<file path="src/rtl/lc3_mem_if.sv">
// lc3_mem_if: owns MAR/MDR and sequences fixed-wait-state accesses to an
// asynchronous-read SRAM, returning a one-cycle READY pulse to the LC-3 FSM.
module lc3_mem_if #(
  parameter int ADDR_W      = 16,
  parameter int DATA_W      = 16,
  parameter int WAIT_STATES = 2
) (
  input  logic              CLK,
  input  logic              RESET,
  input  logic              LD_MAR,
  input  logic              LD_MDR,
  input  logic              CS,
  input  logic              WE,
  input  logic [DATA_W-1:0] BUS,
  output logic [ADDR_W-1:0] MAR,
  output logic [DATA_W-1:0] MDR,
  output logic              READY,
  output logic              busy,
  output logic              mem_en,
  output logic              mem_we,
  output logic [ADDR_W-1:0] mem_addr,
  output logic [DATA_W-1:0] mem_wdata,
  input  logic [DATA_W-1:0] mem_rdata
);

  generate
    if (WAIT_STATES < 1 || WAIT_STATES > 15) begin : g_bad_wait_states
      $error("lc3_mem_if: WAIT_STATES must lie in 1..15");
    end
    if (ADDR_W > DATA_W) begin : g_bad_widths
      $error("lc3_mem_if: ADDR_W must not exceed DATA_W");
    end
  endgenerate

  typedef enum logic [1:0] {
    IDLE,
    ACCESS,
    DONE
  } state_t;

  state_t            state;
  logic [3:0]        cnt;
  logic              we_q;
  logic [DATA_W-1:0] rdata_q;

  // mem_addr/mem_wdata double as the latched address and write data of the
  // in-flight access, so later MAR/MDR loads cannot disturb it.
  always_ff @(posedge CLK or posedge RESET) begin
    if (RESET) begin
      state     <= IDLE;
      cnt       <= '0;
      we_q      <= 1'b0;
      rdata_q   <= '0;
      READY     <= 1'b0;
      busy      <= 1'b0;
      mem_en    <= 1'b0;
      mem_we    <= 1'b0;
      mem_addr  <= '0;
      mem_wdata <= '0;
    end else begin
      case (state)
        IDLE: begin
          READY <= 1'b0;
          if (CS) begin
            state     <= ACCESS;
            cnt       <= 4'(WAIT_STATES - 1);
            we_q      <= WE;
            busy      <= 1'b1;
            mem_en    <= 1'b1;
            mem_we    <= WE;
            mem_addr  <= MAR;
            mem_wdata <= MDR;
          end
        end
        ACCESS: begin
          if (cnt != '0) begin
            cnt <= cnt - 4'd1;
          end else begin
            if (!we_q) rdata_q <= mem_rdata;
            state  <= DONE;
            mem_en <= 1'b0;
            mem_we <= 1'b0;
            READY  <= 1'b1;
          end
        end
        DONE: begin
          state <= IDLE;
          READY <= 1'b0;
          busy  <= 1'b0;
        end
        default: begin
          state  <= IDLE;
          READY  <= 1'b0;
          busy   <= 1'b0;
          mem_en <= 1'b0;
          mem_we <= 1'b0;
        end
      endcase
    end
  end

  // A bus load of MDR (CS low) takes priority over returning read data.
  always_ff @(posedge CLK or posedge RESET) begin
    if (RESET) begin
      MAR <= '0;
      MDR <= '0;
    end else begin
      if (LD_MAR) MAR <= BUS[ADDR_W-1:0];
      if (LD_MDR && !CS)                         MDR <= BUS;
      else if (LD_MDR && state == DONE && !we_q) MDR <= rdata_q;
    end
  end

endmodule

</file>
<file path="config.mk">
export PLATFORM = sky130hd
export DESIGN_NAME = lc3_mem_if
export DESIGN_NICKNAME = d
export VERILOG_FILES = /design/src/rtl/lc3_mem_if.sv
export SDC_FILE = /design/constraint.sdc
export NUM_CORES = 1
export LEC_CHECK = 0
export ABC_AREA = 1
export BUFFER_PORTS_ARGS = -buffer_cell sky130_fd_sc_hd__buf_2
export CORE_ASPECT_RATIO = 0.75
export CORE_UTILIZATION = 52
export CTS_CLUSTER_SIZE = 14
export DETAILED_ROUTE_END_ITERATION = 16
export PLACE_DENSITY_LB_ADDON = 0.25
export SETUP_SLACK_MARGIN = 0.05
export SLEW_MARGIN = 20
export SYNTH_ARGS = -nofsm -noshare
export SYNTH_HDL_FRONTEND = slang
export SYNTH_SLANG_ARGS = --single-unit
</file>
<file path="constraint.sdc">
create_clock -name CLK -period 3.1 [get_ports CLK]
set_input_delay 0 -clock CLK [delete_from_list [all_inputs] [get_ports CLK]]
set_output_delay 0 -clock CLK [all_outputs]
set_load 0.05 [all_outputs]
</file>
-- Word level (Yosys, flattened, before mapping)
Cells that the tools add are included.
Widths: inputs -> output; s select.
- eq/ne operators: 5
- reduce and logical (&&, ||, !) cells: 15
- mux-type cells: 16
- $add $sub $neg: 1
- bitwise operators: 4
- operators by type and width (cell ; number):
    $mux 16 ; 2
    $reduce_and 3->1 ; 3
    $mux 4 ; 2
    $pmux 4 s2 ; 1
    $ne 2x2->1 const B ; 3
    $pmux 1 s3 ; 2
    $reduce_and 2->1 ; 3
    $mux 1 ; 5
    $mux 2 ; 2
    $not 1->1 ; 4
    $pmux 2 s2 ; 1
    $reduce_bool 2->1 ; 2
    $reduce_bool 4->1 ; 1
    $sub 4x1->4 const B ; 1
    $logic_and 1x1->1 ; 3
    $eq 2x1->1 const B ; 1
    $eq 2x2->1 const B ; 1
    $logic_not 1->1 ; 2
    $logic_not 2->1 ; 1
    $pmux 1 s2 ; 1
- bits in registers: 91
- input bits: 38
- output and inout port bits: 68
- word-level logic and storage cells: 53

-- Logic depth before layout (Yosys ltp)
Gate-level depths: netlist (run 1).
- word-level depth: 5
- mapped depth: 8
- mapped depth without buffers: 7

-- Worst setup path before layout (run 1)
OpenSTA, ideal clock, no wires.
- path type: reg2reg
- start: register cnt[0]
- end: register rdata_q[7]
- cell stages (with the launch flop): 9
- period minus slack after synthesis: 1.372 ns
- arrival: 1.255 ns
- buffers on the path: 1
- path slack: 1.728 ns
- path through: dfrtp_1 > inv_1 > ha_1 > nand2_1 > nor2_8 > nand2_4 > buf_6 > nand2_1 > nand2_1
- cells in the longest elaborated chain, start to end: 3
- ends and longest elaborated chain (what ; line ; source):
    from (decl) ; 42 ; logic [3:0] cnt;
    from (signal assigned) ; 66 ; cnt <= 4'(WAIT_STATES - 1);
    from (signal assigned) ; 77 ; cnt <= cnt - 4'd1;
    $reduce_bool 4->1 ; 76 ; if (cnt != '0) begin
    $not 1->1 (no line) ; -- ;
    $reduce_and 3->1 (no line) ; -- ;
    to (signal assigned) ; 79 ; if (!we_q) rdata_q <= mem_rdata;
    to (decl) ; 44 ; logic [DATA_W-1:0] rdata_q;
Every way passes these cells.
A chain may end at the register's enable or synchronous reset.

-- Worst setup path in the final report (run 1)
- start: register state[1]
- end: register cnt[1]
- cells in the longest elaborated chain, start to end: 3
- elaborated cells on any way between the ends: 7
- ends and longest elaborated chain (what ; line ; source):
    from (decl) ; 41 ; state_t state;
    from (signal assigned) ; 50 ; state <= IDLE;
    from (signal assigned) ; 65 ; state <= ACCESS;
    from (signal assigned) ; 80 ; state <= DONE;
    $eq 2x1->1 or $logic_not 2->1 (tied branches) ; 61 ; case (state)
    $ne 2x2->1 (no line) or $reduce_bool 2->1 (tied branches) ; -- ;
    $reduce_and 3->1 (no line) ; -- ;
Several ways; a longest one is shown, not always the timed one.

==> flow_summary.rst, run 1 <==
.. list-table::
   :header-rows: 1

   * - Metric
     - Value
   * - Via count of the first global-routing pass
     - 2,982
   * - Sw Ratio
     - 0.4895
   * - Share of layout cells above drive strength 1
     - 0.2468
   * - Startpoint of the tightest hold check path
     - CS
   * - Routed wire length
     - ~9.0 mm
   * - Routability cong.
     - ~0.94
   * - CP max-delay cell
     - sky130_fd_sc_hd__inv_2
   * - Final critical-path share of the clock period
     - 0.6103
   * - Setup slack, reg-to-reg
     - approximately 1200 ps
   * - Most common library cell in the layout ignoring fill and taps
     - sky130_fd_sc_hd__nand2_1
   * - Worst min-delay path category
     - in2reg
   * - Switch Pwr
     - 2.573 mW
   * - Final design area excluding fillers
     - a little under 5000 um2
   * - Worst Setup End Kind
     - flop
   * - Worst endpoint required time
     - approximately 3300 ps
   * - Cell Pwr Density
     - around 1100 nW/um2
   * - Final Slew Violations
     - 0
   * - Register bit count reported by yosys
     - 91
   * - Post-layout nets
     - between 500 and 600
   * - Gate Count Post-Synth
     - around 420
   * - Synth-to-Final Area Change
     - 29.06%
   * - # diodes
     - 0
   * - Layout fillers
     - roughly 570
   * - Area enclosed by the die boundary
     - 7617 um2
   * - Height of the die
     - around 76 um
   * - Net count of the mapped netlist
     - 459
   * - Static power due to leakage
     - ~2.6 nW
   * - R2r endpoint
     - cnt[1]
   * - Final antenna-violating net count
     - 0
   * - Critical Path, Cell by Cell
     - inv_1, nand2_2, nor2_2, inv_2, nand2_1, nand2_1, o21ai_0
   * - Layout Skew
     - approximately 7.4 ps
   * - Sum of negative setup slack
     - 0 ps
   * - Classification of the worst setup path
     - reg2reg
   * - Via count
     - 3,172
   * - Actual transition at the worst max-transition pin
     - about 1000 ps
   * - Sequential cell area in the final layout
     - about 2300 um2
   * - Combined area of the multi-input logic cells
     - around 1200 um2
   * - DR vias/cell
     - about 4.9
   * - Row count
     - 26
   * - Family with the most delay on the worst path
     - buffers and inverters
   * - Number of hold violations in the final report
     - 0
   * - Initial core utilization
     - 0.5455
   * - Worst-case reg-to-reg path depth
     - 7
   * - Count of clock tree sinks
     - 91
   * - Initial antenna violation count
     - 0
   * - Clock insertion delay at the later pin of the skew report
     - approximately 360 ps
   * - CP max FO
     - 67
   * - Detailed placer's ending HPWL
     - around 6.1 mm
   * - Core Area
     - a little under 7000 um2
   * - Number of warnings issued by yosys
     - 0
   * - Clock transition at the register clock pins on the worst setup and hold paths after CTS
     - roughly 80 ps
   * - CTS root buf
     - sky130_fd_sc_hd__clkbuf_8
   * - Top-level port count
     - approximately 110
   * - Wire length of the first global-routing pass
     - between 10 and 15 mm
   * - Cell area after placement
     - between 4000 and 5000 um2
   * - Initial detailed-routing violation count
     - 180
   * - Cell depth of the worst min-delay path
     - 5
   * - Buffers plus inverters on the worst setup path
     - 2
   * - Highest clock rate
     - 528.5 MHz
   * - Share of power burned in registers
     - 0.363
   * - Post-synthesis instance area
     - around 3800 um2
   * - X dimension of the die
     - ~100 um
   * - H-tree depth reported by CTS
     - 3
   * - Syn_area_per_cell
     - 9.021 um2
   * - Average wire length per cell after detail routing
     - 13.77 um
   * - Number of I/O port buffers
     - 105
   * - Critical Path AT
     - between 2000 and 2500 ps
   * - Shortest period the worst path allows
     - ~1900 ps
   * - Run status
     - finished, final reports clean
   * - FF-to-FF Start
     - state[1]
   * - Internal power component
     - 2.684 mW
   * - Cell count after placement
     - 604
   * - Number of search-and-repair iterations in the first detailed-routing pass
     - 5
   * - Worst slack on hold paths
     - 61.39 ps
   * - Inserted Clock Buffers
     - 9
   * - Peak supply drop
     - 0.4909 mV
   * - Global-route total usage across every layer
     - 0.2538
   * - CTS-repair resized insts
     - 0
   * - TritonCTS clock tree
     - done
   * - Worst max-slew margin expressed relative to the limit
     - 0.3470
   * - Sequential fraction of the synthesis area
     - 0.6024
   * - Number of buffers inserted to repair setup after CTS
     - 0
   * - Comb pwr share
     - 0.472
   * - RSZ-0062 raised after global routing
     - false
   * - Worst setup SP type
     - flop
   * - Final Core Density
     - 0.7040
   * - Clk network pwr share
     - 0.165
   * - Pin count of the biggest net entering global routing
     - 68
   * - Maxcap violations
     - 0
   * - Endpoint of the worst hold-timing path
     - mem_we
   * - Residual DRC
     - 0
   * - Highest-count cells in the layout ignoring fill and taps
     - sky130_fd_sc_hd__nand2_1, sky130_fd_sc_hd__buf_2, sky130_fd_sc_hd__dfrtp_1
   * - Final standard cell count with taps included and fillers excluded
     - around 650
   * - Final setup vio count
     - 0
   * - Bufs on Longest Clock Path
     - 2
   * - Largest stage delay on the critical path
     - slightly below 700 ps
   * - Most common cell on crit path
     - sky130_fd_sc_hd__nand2_1
   * - Post-CTS Hold Buffers
     - 34
   * - Number of different library cells in the post-synthesis netlist
     - 23
   * - Global route total overflow
     - 0
## worst max-delay path by stage
stage	end	slack (ps)	startpoint	cells after the start
2_1_floorplan	MAR[0]	740	RESET	1
3_3_place_gp	cnt[1]	1270	state[1]	7
3_5_place_dp	cnt[1]	1140	state[1]	6
4_1_cts	cnt[1]	1130	state[1]	6
5_1_grt	cnt[2]	1010	state[1]	7
6_report	cnt[1]	1210	state[1]	7
## cells in the mapped netlist
cell | count | area, um2
sky130_fd_sc_hd__inv_2 | 4 | 15.01
sky130_fd_sc_hd__nand2_1 | 146 | 548.0
sky130_fd_sc_hd__o21ai_0 | 63 | 315.3
sky130_fd_sc_hd__buf_4 | 1 | 7.510
sky130_fd_sc_hd__xor2_1 | 1 | 8.760
sky130_fd_sc_hd__nand3_1 | 36 | 180.2
sky130_fd_sc_hd__inv_1 | 37 | 138.9
sky130_fd_sc_hd__buf_6 | 6 | 67.56
sky130_fd_sc_hd__ha_1 | 2 | 25.02
sky130_fd_sc_hd__nor2_1 | 4 | 15.01
sky130_fd_sc_hd__nand2_4 | 1 | 11.26
sky130_fd_sc_hd__dfrtp_1 | 91 | 2277
sky130_fd_sc_hd__nor2_8 | 1 | 20.02
sky130_fd_sc_hd__nor2_4 | 1 | 11.26
sky130_fd_sc_hd__clkbuf_1 | 8 | 30.03
sky130_fd_sc_hd__clkbuf_2 | 1 | 5.000
sky130_fd_sc_hd__clkinv_1 | 1 | 3.750
sky130_fd_sc_hd__buf_2 | 4 | 20.02
sky130_fd_sc_hd__nand2_2 | 2 | 12.51
sky130_fd_sc_hd__nor2_2 | 1 | 6.260
sky130_fd_sc_hd__a21oi_1 | 2 | 10.01
sky130_fd_sc_hd__o21a_1 | 1 | 7.510
sky130_fd_sc_hd__o21ai_2 | 5 | 43.79
## kinds of logic (layout without fill, tap and decap cells)
logic type | count (synthesis) | count (layout) | share of synthesized area
AOI/OAI and AO/OA | 71 | 71 | 0.09964
xor gates and xnor gates | 1 | 1 | 0.002318
adders and majority gates | 2 | 2 | 0.006619
buffers and inverters | 62 | 198 | 0.07613
DFF | 91 | 91 | 0.6024
and+or+nand+nor | 192 | 192 | 0.2128
## state kept, by name, indices dropped and copies added (netlist names)
name,cells
MAR,16
mem_addr,16
we_q,1
rdata_q,16
mem_en,1
mem_wdata,16
cnt,4
state,2
busy,1
mem_we,1
READY,1
MDR,16
## metrics by stage
step                power (mW)  worst slack (ps)
floorplan                3.830             736.4
global placement         4.309              1271
detailed placement       4.368              1142
CTS                      5.274              1126
global route             5.581              1007
finish                   5.257              1208
## power by group through the flow
stage                     clock network (mW)  logic [mW]  registers (mW)
after detailed placement                   0        2.46            1.91
after global placement                     0        2.40            1.91
after global routing                   0.924        2.70            1.96
after CTS                              0.887        2.49            1.89
final                                  0.869        2.48            1.91
after floorplan                            0       0.855            2.98
## tightest hold or removal path, cell delays in order
cell and delay (ps):
sky130_fd_sc_hd__buf_2 120, sky130_fd_sc_hd__nand2_2 80, sky130_fd_sc_hd__nor2_2 60, sky130_fd_sc_hd__nand2_1 70
sky130_fd_sc_hd__nand2_1 50
## routing by layer
metal	share of wire	GRT usage	routed length [um]	up-vias
met1	0.46	0.3542	4165	1464
li1	-	-	-	1586
met3	0.060	0.05413	543	11
met5	0	0	0	-
met2	0.46	0.4049	4154	111
met4	0.014	0.08213	127	0
## cell type report
| class | instances | area share |
|---|---|---|
| well taps | 98 | 0.02513 |
| repair buffers | 141 | 0.1806 |
| flip-flops and latches | 91 | 0.4668 |
| inverters | 42 | 0.03257 |
| clock buffers | 11 | 0.02898 |
| clock inverters | 4 | 0.01539 |
| multi-input cells | 266 | 0.2506 |
(Power assumes the default switching activity.)
==> run 2: changes to the inputs <==
==> constraint.sdc (replaced) <==
create_clock -name CLK -period 1.8 [get_ports CLK]
set_input_delay 0 -clock CLK [delete_from_list [all_inputs] [get_ports CLK]]
set_output_delay 0 -clock CLK [all_outputs]
set_load 0.05 [all_outputs]
==> flow_summary.rst, run 2 (same netlist as run 1, synthesis figures left out) <==
.. list-table::
   :header-rows: 1

   * - Metric
     - Value
   * - Worst max-slew margin expressed relative to the limit
     - 0.6692 (was 0.3470)
   * - FF-to-FF Start
     - cnt[0] (was state[1])
   * - Final Slew Violations
     - 0 (unchanged)
   * - Core Area
     - 6929 um2 (unchanged)
   * - Count of clock tree sinks
     - 91 (unchanged)
   * - Clock insertion delay at the later pin of the skew report
     - 360 ps (about the same)
   * - Cell Pwr Density
     - 1832 nW/um2 (was 1078 nW/um2)
   * - Launch point of the critical path
     - cnt[0] (was state[1])
   * - Routed wire length
     - 8.792 mm (was 8.991 mm)
   * - PnR Total Power
     - 8.945 mW (was 5.257 mW)
   * - Residual DRC
     - 0 (unchanged)
   * - Most common library cell in the layout ignoring fill and taps
     - sky130_fd_sc_hd__nand2_1 (unchanged)
   * - Static power due to leakage
     - 2.616 nW (was 2.608 nW)
   * - CTS-repair resized insts
     - 0 (unchanged)
   * - Shortest period the worst path allows
     - 1537 ps (was 1892 ps)
   * - Worst min-delay path category
     - in2reg (unchanged)
   * - Row count
     - 26 (unchanged)
   * - Actual transition at the worst max-transition pin
     - 496.1 ps (was 979.5 ps)
   * - Setup slack, reg-to-reg
     - 260 ps (was 1210 ps)
   * - Area enclosed by the die boundary
     - 7617 um2 (unchanged)
   * - Top-level port count
     - 106 (unchanged)
   * - Pin count of the biggest net entering global routing
     - 92 (was 68)
   * - Number of hold violations in the final report
     - 0 (unchanged)
   * - CP max FO
     - 18 (was 67)
   * - Number of buffers inserted to repair setup after CTS
     - 0 (unchanged)
   * - Run status
     - finished, final reports clean (unchanged)
   * - Worst-case reg-to-reg path depth
     - 7 (unchanged)
   * - Via count
     - 3,183 (was 3,172)
   * - Classification of the worst setup path
     - reg2reg (unchanged)
   * - Cell depth of the worst min-delay path
     - 5 (unchanged)
   * - TritonCTS clock tree
     - done (unchanged)
   * - Synth-to-Final Area Change
     - 29.16% (was 29.06%)
   * - H-tree depth reported by CTS
     - 3 (unchanged)
   * - Critical Path AT
     - 1790 ps (was 2130 ps)
   * - Global route total overflow
     - 0 (unchanged)
   * - Initial antenna violation count
     - 0 (unchanged)
   * - R2r endpoint
     - rdata_q[9] (was cnt[1])
   * - Initial detailed-routing violation count
     - 273 (was 180)
   * - Worst Setup End Kind
     - flop (unchanged)
   * - Height of the die
     - 75.84 um (unchanged)
   * - Number of search-and-repair iterations in the first detailed-routing pass
     - 4 (was 5)
   * - Global-route total usage across every layer
     - 0.2434 (was 0.2538)
   * - CTS root buf
     - sky130_fd_sc_hd__clkbuf_8 (unchanged)
   * - Wire length of the first global-routing pass
     - 13.67 mm (was 14.37 mm)
   * - Detailed placer's ending HPWL
     - 6.189 mm (was 6.125 mm)
   * - Critical Path Sink
     - rdata_q[9] (was cnt[1])
   * - Routability cong.
     - 0.8856 (was 0.9398)
   * - # diodes
     - 0 (unchanged)
   * - Number of I/O port buffers
     - 105 (unchanged)
   * - Worst setup SP type
     - flop (unchanged)
   * - Via count of the first global-routing pass
     - 2,846 (was 2,982)
   * - Highest clock rate
     - 650.8 MHz (was 528.5 MHz)
   * - DR vias/cell
     - 4.852 (was 4.858)
   * - Peak supply drop
     - 0.8443 mV (was 0.4909 mV)
   * - RSZ-0062 raised after global routing
     - false (unchanged)
   * - Bufs on Longest Clock Path
     - 2 (unchanged)
   * - Layout Skew
     - 5.535 ps (was 7.379 ps)
   * - Final antenna-violating net count
     - 0 (unchanged)
   * - Highest-count cells in the layout ignoring fill and taps
     - sky130_fd_sc_hd__nand2_1, sky130_fd_sc_hd__buf_2, sky130_fd_sc_hd__dfrtp_1 (unchanged)
   * - Worst endpoint required time
     - 2050 ps (was 3340 ps)
   * - Share of layout cells above drive strength 1
     - 0.2527 (was 0.2468)
   * - Average wire length per cell after detail routing
     - 13.40 um (was 13.77 um)
   * - Final setup vio count
     - 0 (unchanged)
   * - Inserted Clock Buffers
     - 9 (unchanged)
   * - Sum of negative setup slack
     - 0 ps (unchanged)
   * - Maxcap violations
     - 0 (unchanged)
   * - Post-layout nets
     - 593 (was 591)
   * - X dimension of the die
     - 100.4 um (unchanged)
   * - Final critical-path share of the clock period
     - 0.8537 (was 0.6103)
   * - Clock transition at the register clock pins on the worst setup and hold paths after CTS
     - 90 ps (was 80 ps)
   * - Initial core utilization
     - 0.5455 (unchanged)
[run 2: changes by cell type in the layout (fill, tap and decap cells not counted), sizes merged]
cell / previous run / this run
clkbuf: 11 / 9
bufinv: 2 / 1
buf: 107 / 109
clkinv: 2 / 3
inv: 40 / 43
[run 2: critical path: stages (launching register included)]
cell,delay [ps]
sky130_fd_sc_hd__dfrtp_1,370
sky130_fd_sc_hd__inv_1,140
sky130_fd_sc_hd__ha_1,170
sky130_fd_sc_hd__nand2_1,150
sky130_fd_sc_hd__nor2_8,270
sky130_fd_sc_hd__nand2_4,170
sky130_fd_sc_hd__nand2_1,110
sky130_fd_sc_hd__nand2_1,50
[run 2: worst min-delay path by stage]
stage	end	start	slack, ps
after floorplan	MAR[14]	LD_MAR	110
after global placement	mem_addr[4]	RESET	170
after detailed placement	mem_addr[4]	RESET	180
after CTS	mem_we	CS	60
after global routing	mem_we	CS	80
final	mem_we	CS	60
[run 2: timing repair]
item	4_1_cts	5_1_grt
hold endpoints to repair	126	0
setup endpoints to repair	0	0
hold buffers	34	0
[run 2: metrics by stage]
stage	cells	instance area, um2	utilization	hold slack, ps	worst slack, ps
detailed placement	606	4344	0.6269	178.4	269.8
global route	656	4882	0.7046	84.99	112.0
finish	656	4882	0.7046	58.85	263.4
CTS	656	4882	0.7046	55.89	256.9
global placement	606	4344	0.6269	172.8	334.8
floorplan	419	3784	-	108.5	427.6
[run 2: report_power, final]
| group | switching (mW) | internal [mW] |
|---|---|---|
| Combinational | 3.28 | 1.00 |
| Sequential | 0.442 | 2.83 |
| Clock | 0.739 | 0.652 |
[run 2: cell type report]
cell class | count | area (um2)
timing repair buffer | 143 | 908.4
inverter | 42 | 161.4
sequential | 91 | 2277
fill | 584 | 2047
multi-input combinational | 266 | 1215
clock buffer | 9 | 123.9
tap | 98 | 122.6
clock inverter | 7 | 73.82
[run 2: layer usage]
metal,wire length [um],vias up,track usage
li1,-,1592,-
met3,599,9,0.05321
met5,0,-,0
met1,4168,1469,0.3440
met2,3953,113,0.3843
met4,70,0,0.07246
